===== src/rtl/nested_loop_counter.sv =====
// nested_loop_counter: multi-level loop-index generator for tiled dataflows.
// NumLoops chained ceiling counters (level 0 innermost) with ceiling and step
// latched per level at start. One index tuple is emitted per valid/ready
// handshake, with per-level wrap flags and a done pulse on the final tuple.
// Optional feature macro: NESTED_LOOP_PERF_EN adds stall_cnt_o, a saturating
// count of cycles spent with valid_o high and ready_i low.
module nested_loop_counter #(
  parameter int NumLoops = 3,
  parameter int Width    = 8
) (
  input  logic                      clk_i,
  input  logic                      rst_ni,
  input  logic                      start_i,
  input  logic                      clear_i,
  input  logic [NumLoops*Width-1:0] ceiling_i,
  input  logic [NumLoops*Width-1:0] step_i,
  input  logic                      ready_i,
  output logic                      valid_o,
  output logic [NumLoops*Width-1:0] count_o,
  output logic [NumLoops-1:0]       last_o,
  output logic                      busy_o,
  output logic                      done_o
`ifdef NESTED_LOOP_PERF_EN
  ,
  output logic [31:0]               stall_cnt_o
`endif
);

  typedef enum logic {
    IDLE = 1'b0,
    RUN  = 1'b1
  } state_e;

  localparam logic [Width-1:0] One = {{(Width-1){1'b0}}, 1'b1};

  state_e                    state_reg, state_next;
  logic [NumLoops*Width-1:0] count_reg, count_next;
  logic [NumLoops*Width-1:0] ceil_reg, ceil_next;
  logic [NumLoops*Width-1:0] step_reg, step_next;
  logic [NumLoops*Width-1:0] count_adv;
  logic [NumLoops:0]         carry;      // carry[k]: levels 0..k-1 all at final value
  logic                      fire;
  logic                      done;

  assign valid_o = (state_reg == RUN);
  assign busy_o  = (state_reg == RUN);
  assign count_o = count_reg;
  assign fire    = valid_o && ready_i;
  assign done_o  = done;

  assign carry[0] = 1'b1;

  // Per-level final-value detection and advance value; ceiling 0 and step 0
  // are both treated as 1 so every level always makes progress.
  generate
    for (genvar gi = 0; gi < NumLoops; gi++) begin : g_level
      logic [Width-1:0] cnt, ceil_eff, step_eff;
      logic [Width:0]   sum;
      logic             is_final;

      assign cnt      = count_reg[gi*Width +: Width];
      assign ceil_eff = (ceil_reg[gi*Width +: Width] == '0) ? One : ceil_reg[gi*Width +: Width];
      assign step_eff = (step_reg[gi*Width +: Width] == '0) ? One : step_reg[gi*Width +: Width];
      // Compared one bit wider so count+step can never overflow silently.
      assign sum      = {1'b0, cnt} + {1'b0, step_eff};
      assign is_final = (sum >= {1'b0, ceil_eff});

      assign carry[gi+1] = carry[gi] && is_final;
      assign last_o[gi]  = valid_o && carry[gi+1];
      assign count_adv[gi*Width +: Width] = !carry[gi] ? cnt :
                                            (is_final ? '0 : sum[Width-1:0]);
    end
  endgenerate

  // State, counts and latched configuration registers.
  always_ff @(posedge clk_i or negedge rst_ni) begin
    if (!rst_ni) begin
      state_reg <= IDLE;
      count_reg <= '0;
      ceil_reg  <= '0;
      step_reg  <= '0;
    end else begin
      state_reg <= state_next;
      count_reg <= count_next;
      ceil_reg  <= ceil_next;
      step_reg  <= step_next;
    end
  end

  // Next-state logic: clear beats start and handshake; done only on the final tuple.
  always_comb begin
    state_next = state_reg;
    count_next = count_reg;
    ceil_next  = ceil_reg;
    step_next  = step_reg;
    done       = 1'b0;
    if (clear_i) begin
      state_next = IDLE;
      count_next = '0;
    end else begin
      case (state_reg)
        IDLE: begin
          if (start_i) begin
            ceil_next  = ceiling_i;
            step_next  = step_i;
            count_next = '0;
            state_next = RUN;
          end
        end
        RUN: begin
          if (fire) begin
            if (carry[NumLoops]) begin
              done       = 1'b1;
              state_next = IDLE;
              count_next = '0;
            end else begin
              count_next = count_adv;
            end
          end
        end
        default: state_next = IDLE;
      endcase
    end
  end

`ifdef NESTED_LOOP_PERF_EN
  logic [31:0] stall_cnt_reg;

  assign stall_cnt_o = stall_cnt_reg;

  // Saturating stall counter; restarts on an accepted start or an abort.
  always_ff @(posedge clk_i or negedge rst_ni) begin
    if (!rst_ni) begin
      stall_cnt_reg <= '0;
    end else if (clear_i || (state_reg == IDLE && start_i)) begin
      stall_cnt_reg <= '0;
    end else if (valid_o && !ready_i && stall_cnt_reg != 32'hFFFF_FFFF) begin
      stall_cnt_reg <= stall_cnt_reg + 32'd1;
    end
  end
`endif

endmodule

===== config.mk =====
export PLATFORM = sky130hd
export DESIGN_NAME = nested_loop_counter
export DESIGN_NICKNAME = d
export VERILOG_FILES = /design/src/rtl/nested_loop_counter.sv
export SDC_FILE = /design/constraint.sdc
export NUM_CORES = 1
export LEC_CHECK = 0
export ABC_AREA = 1
export CAP_MARGIN = 30
export CORE_ASPECT_RATIO = 1.1
export CORE_MARGIN = 2
export CORE_UTILIZATION = 42
export CTS_CLUSTER_SIZE = 8
export DETAILED_ROUTE_END_ITERATION = 6
export PLACE_DENSITY = 0.66
export SLEW_MARGIN = 20
export SYNTH_ARGS = -nofsm -noshare
export SYNTH_HDL_FRONTEND = slang
export SYNTH_SLANG_ARGS = --single-unit

===== constraint.sdc =====
create_clock -name clk_i -period 5.55 [get_ports clk_i]
set_input_delay 1.11 -clock clk_i [delete_from_list [all_inputs] [get_ports clk_i]]
set_output_delay 1.11 -clock clk_i [all_outputs]
set_load 0.1 [all_outputs]

==> flow_summary.toml <==
[cts]
clk_pin_slew_ns = 0.06
cts_root_buf = "clkbuf_16"
clock_latency_ns = 0.33
clock-sinks = 73
holdBufCountCts = 0
cts_tree = "built"
cts.path.max_buffers = 2
cts_max_level = 3
numCtsBuffers = 9
cts_resized = 0
cts_setup_buffers = 0

[timing]
slew_violations = 0
worst_slack_ns = 0.6981
rsz0062_at_grt = "no"
slew_headroom_pct = 34.69
hold_viol = 0
fmax_mhz = 206.1
totalNegativeSetupSlack_ns = 0
period_share_pct = 87.42
fin_crit_ns = 4.852
final.setup_skew_ns = 0.009023
setup_violations = 0
worst_pin_slew_ns = 0.9767

[outcome]
status = "complete, no violations"

[layout]
area.growth.synth_to_final_pct = 27.79
drive_above_1_share_pct = 12.31
ff_latch_area_um2 = 1827
fillers = 955
diodes = 0
nNetsFinal = 701
fin_util_pct = 55.67
multi_input_area_um2 = 2439

[routing]
wl_met1_um = 4741
vias_per_cell = 5.028
drc_errors = 0
maxUsedRoutingLayer = "met4"
dr_wl_met2_um = 5088
drt-initial-drc-count = 130
antenna_left = 0
wirelength_um = 10560
via_count = 3741
dr.pass1.iters = 5
wl_met3_um = 518
wire_per_inst_um = 14.19

[min_path]
hold_class = "register to register"
hold_depth = 2

[power_and_ir_drop]
p_leak_nw = 3.007
ir_drop_uv = 276.5
power_mw = 2.414
p_per_area_nw_per_um2 = 413.3

[grt]
grt_pass1_vias = 3959
grt.total_usage_pct = 19.47
grt_pass1_wl_um = 18000
gr-total-overflow = 0
antenna_found_initial = 0
grt_max_degree = 74

[setup_path]
worstPathMaxFanout = 4
worst-path-stages = 21
r2r_cells = 20
crit_path_end_kind = "output port"
crit_path_max_incr_delay_ns = 0.42
crit_chain = "nor4_1 -> a21o_1 -> ha_1 -> fa_1 -> nand3_1 -> nand2_1 -> nand2_1 -> nand2_1 -> xor2_1 -> ha_1 -> nand2_1 -> nor2_1 -> nand2_1 -> nand3_1 -> nand2_1 -> nand3_1 -> nand2_1 -> nor2_2 -> nand3_1 -> nor2_4 -> buf_4"
crit_buf_inv = 1
crit_type = "register to output port"
cp.required_ns = 4.44
slowest_stage = "fa_1"
cpLargestDelayFamily = "simple AND/OR/NAND/NOR gates"
timing.critical_path.mode_cell = "nand2_1"
cp-start-kind = "register"
cp.arrival_ns = 3.74

[synthesis]
ys_warn_count = 0
yosysMostFrequentCell = "nand2_1"
synth_seq_cells = 73
syn_nets = 622
synth_compound_area_share_pct = 9.417
synthArstFlopShare_pct = 100.0
ys_types = 42
synth_top_area_share_pct = 39.97
yosys.area_share.adder_pct = 14.45
syn_area_um2 = 4571
synth_xor_area_share_pct = 3.258
synth_edf_count = 0
muxShareOfSynthArea_pct = 6.652
synth.area.top_cells = "dfrtp_1 (40%), ha_1 (13%), nand2_1 (8.4%)"
syn_inst = 518
synth_ff_type = "dfrtp_1"
synth_top_area_cell = "dfrtp_1"
synth_top_family_by_area = "simple AND/OR/NAND/NOR gates"
syn-mean-instance-area_um2 = 8.824
yosys.area_share.simple_pct = 19.35
synth_commonest_cells = "nand2_1 (102), dfrtp_1 (73), inv_1 (60)"
yosysSeqAreaShare_pct = 39.97

[floorplan]
dieArea_um2 = 11730
initial_core_util_pct = 43.57
die_w_um = 103.5
ios = 83
core_area_um2 = 10490
die_y_um = 113.4
rows = 39

[place]
pre_cts_slack_ns = 1.063
place_congestion = 0.8982
port-buffer-count = 82
hpwl_um = 8189

[job]
cap_violations = 0
## layer usage
metal / up-vias / track usage (%)
met5: - / 0
met4: 0 / 6.579
met3: 18 / 4.228
met2: 108 / 32.17
met1: 1747 / 25.12
li1: 1868 / -
## through the flow
| step | cells | instance area [um2] | hold WS, ns |
|---|---|---|---|
| after floorplan | 518 | 4578 | 0.4814 |
| after global placement | 728 | 5509 | 0.4999 |
| after detailed placement | 728 | 5509 | 0.5044 |
| after CTS | 743 | 5821 | 0.5171 |
| after global routing | 744 | 5841 | 0.5363 |
| final | 744 | 5841 | 0.5130 |
## where the power goes
part / total [mW] / internal, mW / switching (mW) / leakage [nW]
combinational: 1.09 / 0.378 / 0.716 / 1.97
sequential: 0.698 / 0.624 / 0.0740 / 0.888
clock: 0.622 / 0.403 / 0.219 / 0.153
## logic make-up (layout without fill, tap and decap cells)
group / after synthesis / after routing
AND/OR/NAND/NOR: 195 / 195
buffers and inverters: 82 / 165
AO/OA/AOI/OAI: 73 / 73
flip-flops: 73 / 73
multiplexers: 27 / 27
XOR/XNOR: 17 / 17
adder cells (fa/ha/maj): 51 / 51
## cell usage in the layout (no fill, tap or decap), types with 6 or more instances in the layout
master	instances
mux2_2	27
nor2_1	38
nor4_1	6
clkdlybuf4s50_1	77
xor2_1	16
ha_1	48
nand3_1	19
nand2_1	101
clkbuf_16	9
inv_1	60
a21oi_1	48
dfrtp_1	73
buf_4	6
o21ai_0	7
## area by class of cell
type | count | share of cell area (%)
multi-input combinational | 363 | 41.75
sequential | 73 | 31.28
timing repair buffer | 85 | 14.40
clock buffer | 12 | 4.220
inverter | 65 | 4.177
tap | 143 | 3.063
clock inverter | 3 | 1.114
## path summary, 6_finish.rpt
path                                              start                       end  slack [ns]
worst max-delay path            step_reg[1]$_DFFE_PN0P_                    done_o        0.70
worst min-delay path            count_o[21]$_DFFE_PN0P_   count_o[21]$_DFFE_PN0P_        0.51
worst max register to register  step_reg[1]$_DFFE_PN0P_    count_o[9]$_DFFE_PN0P_        2.15
worst min register to register  count_o[21]$_DFFE_PN0P_   count_o[21]$_DFFE_PN0P_        0.51
max in group asynchronous                        rst_ni   ceil_reg[2]$_DFFE_PN0P_        4.18
min in group asynchronous                        rst_ni  step_reg[22]$_DFFE_PN0P_        0.81
## worst register-to-register path, stage by stage, from the launching register on
cell and delay (ns):
dfrtp_1 0.42, nor4_1 0.30, a21o_1 0.15, ha_1 0.17
fa_1 0.23, nand3_1 0.08, nand2_1 0.10, nand2_1 0.05
nand2_1 0.11, xor2_1 0.25, ha_1 0.30, nand2_1 0.10
nor2_1 0.06, a21oi_1 0.22, nand4_2 0.17, nand2_4 0.19
inv_2 0.05, nand2_2 0.12, inv_2 0.08, nand2_1 0.08
nand2_1 0.05
Note: power is estimated with default switching activity, not from simulation.
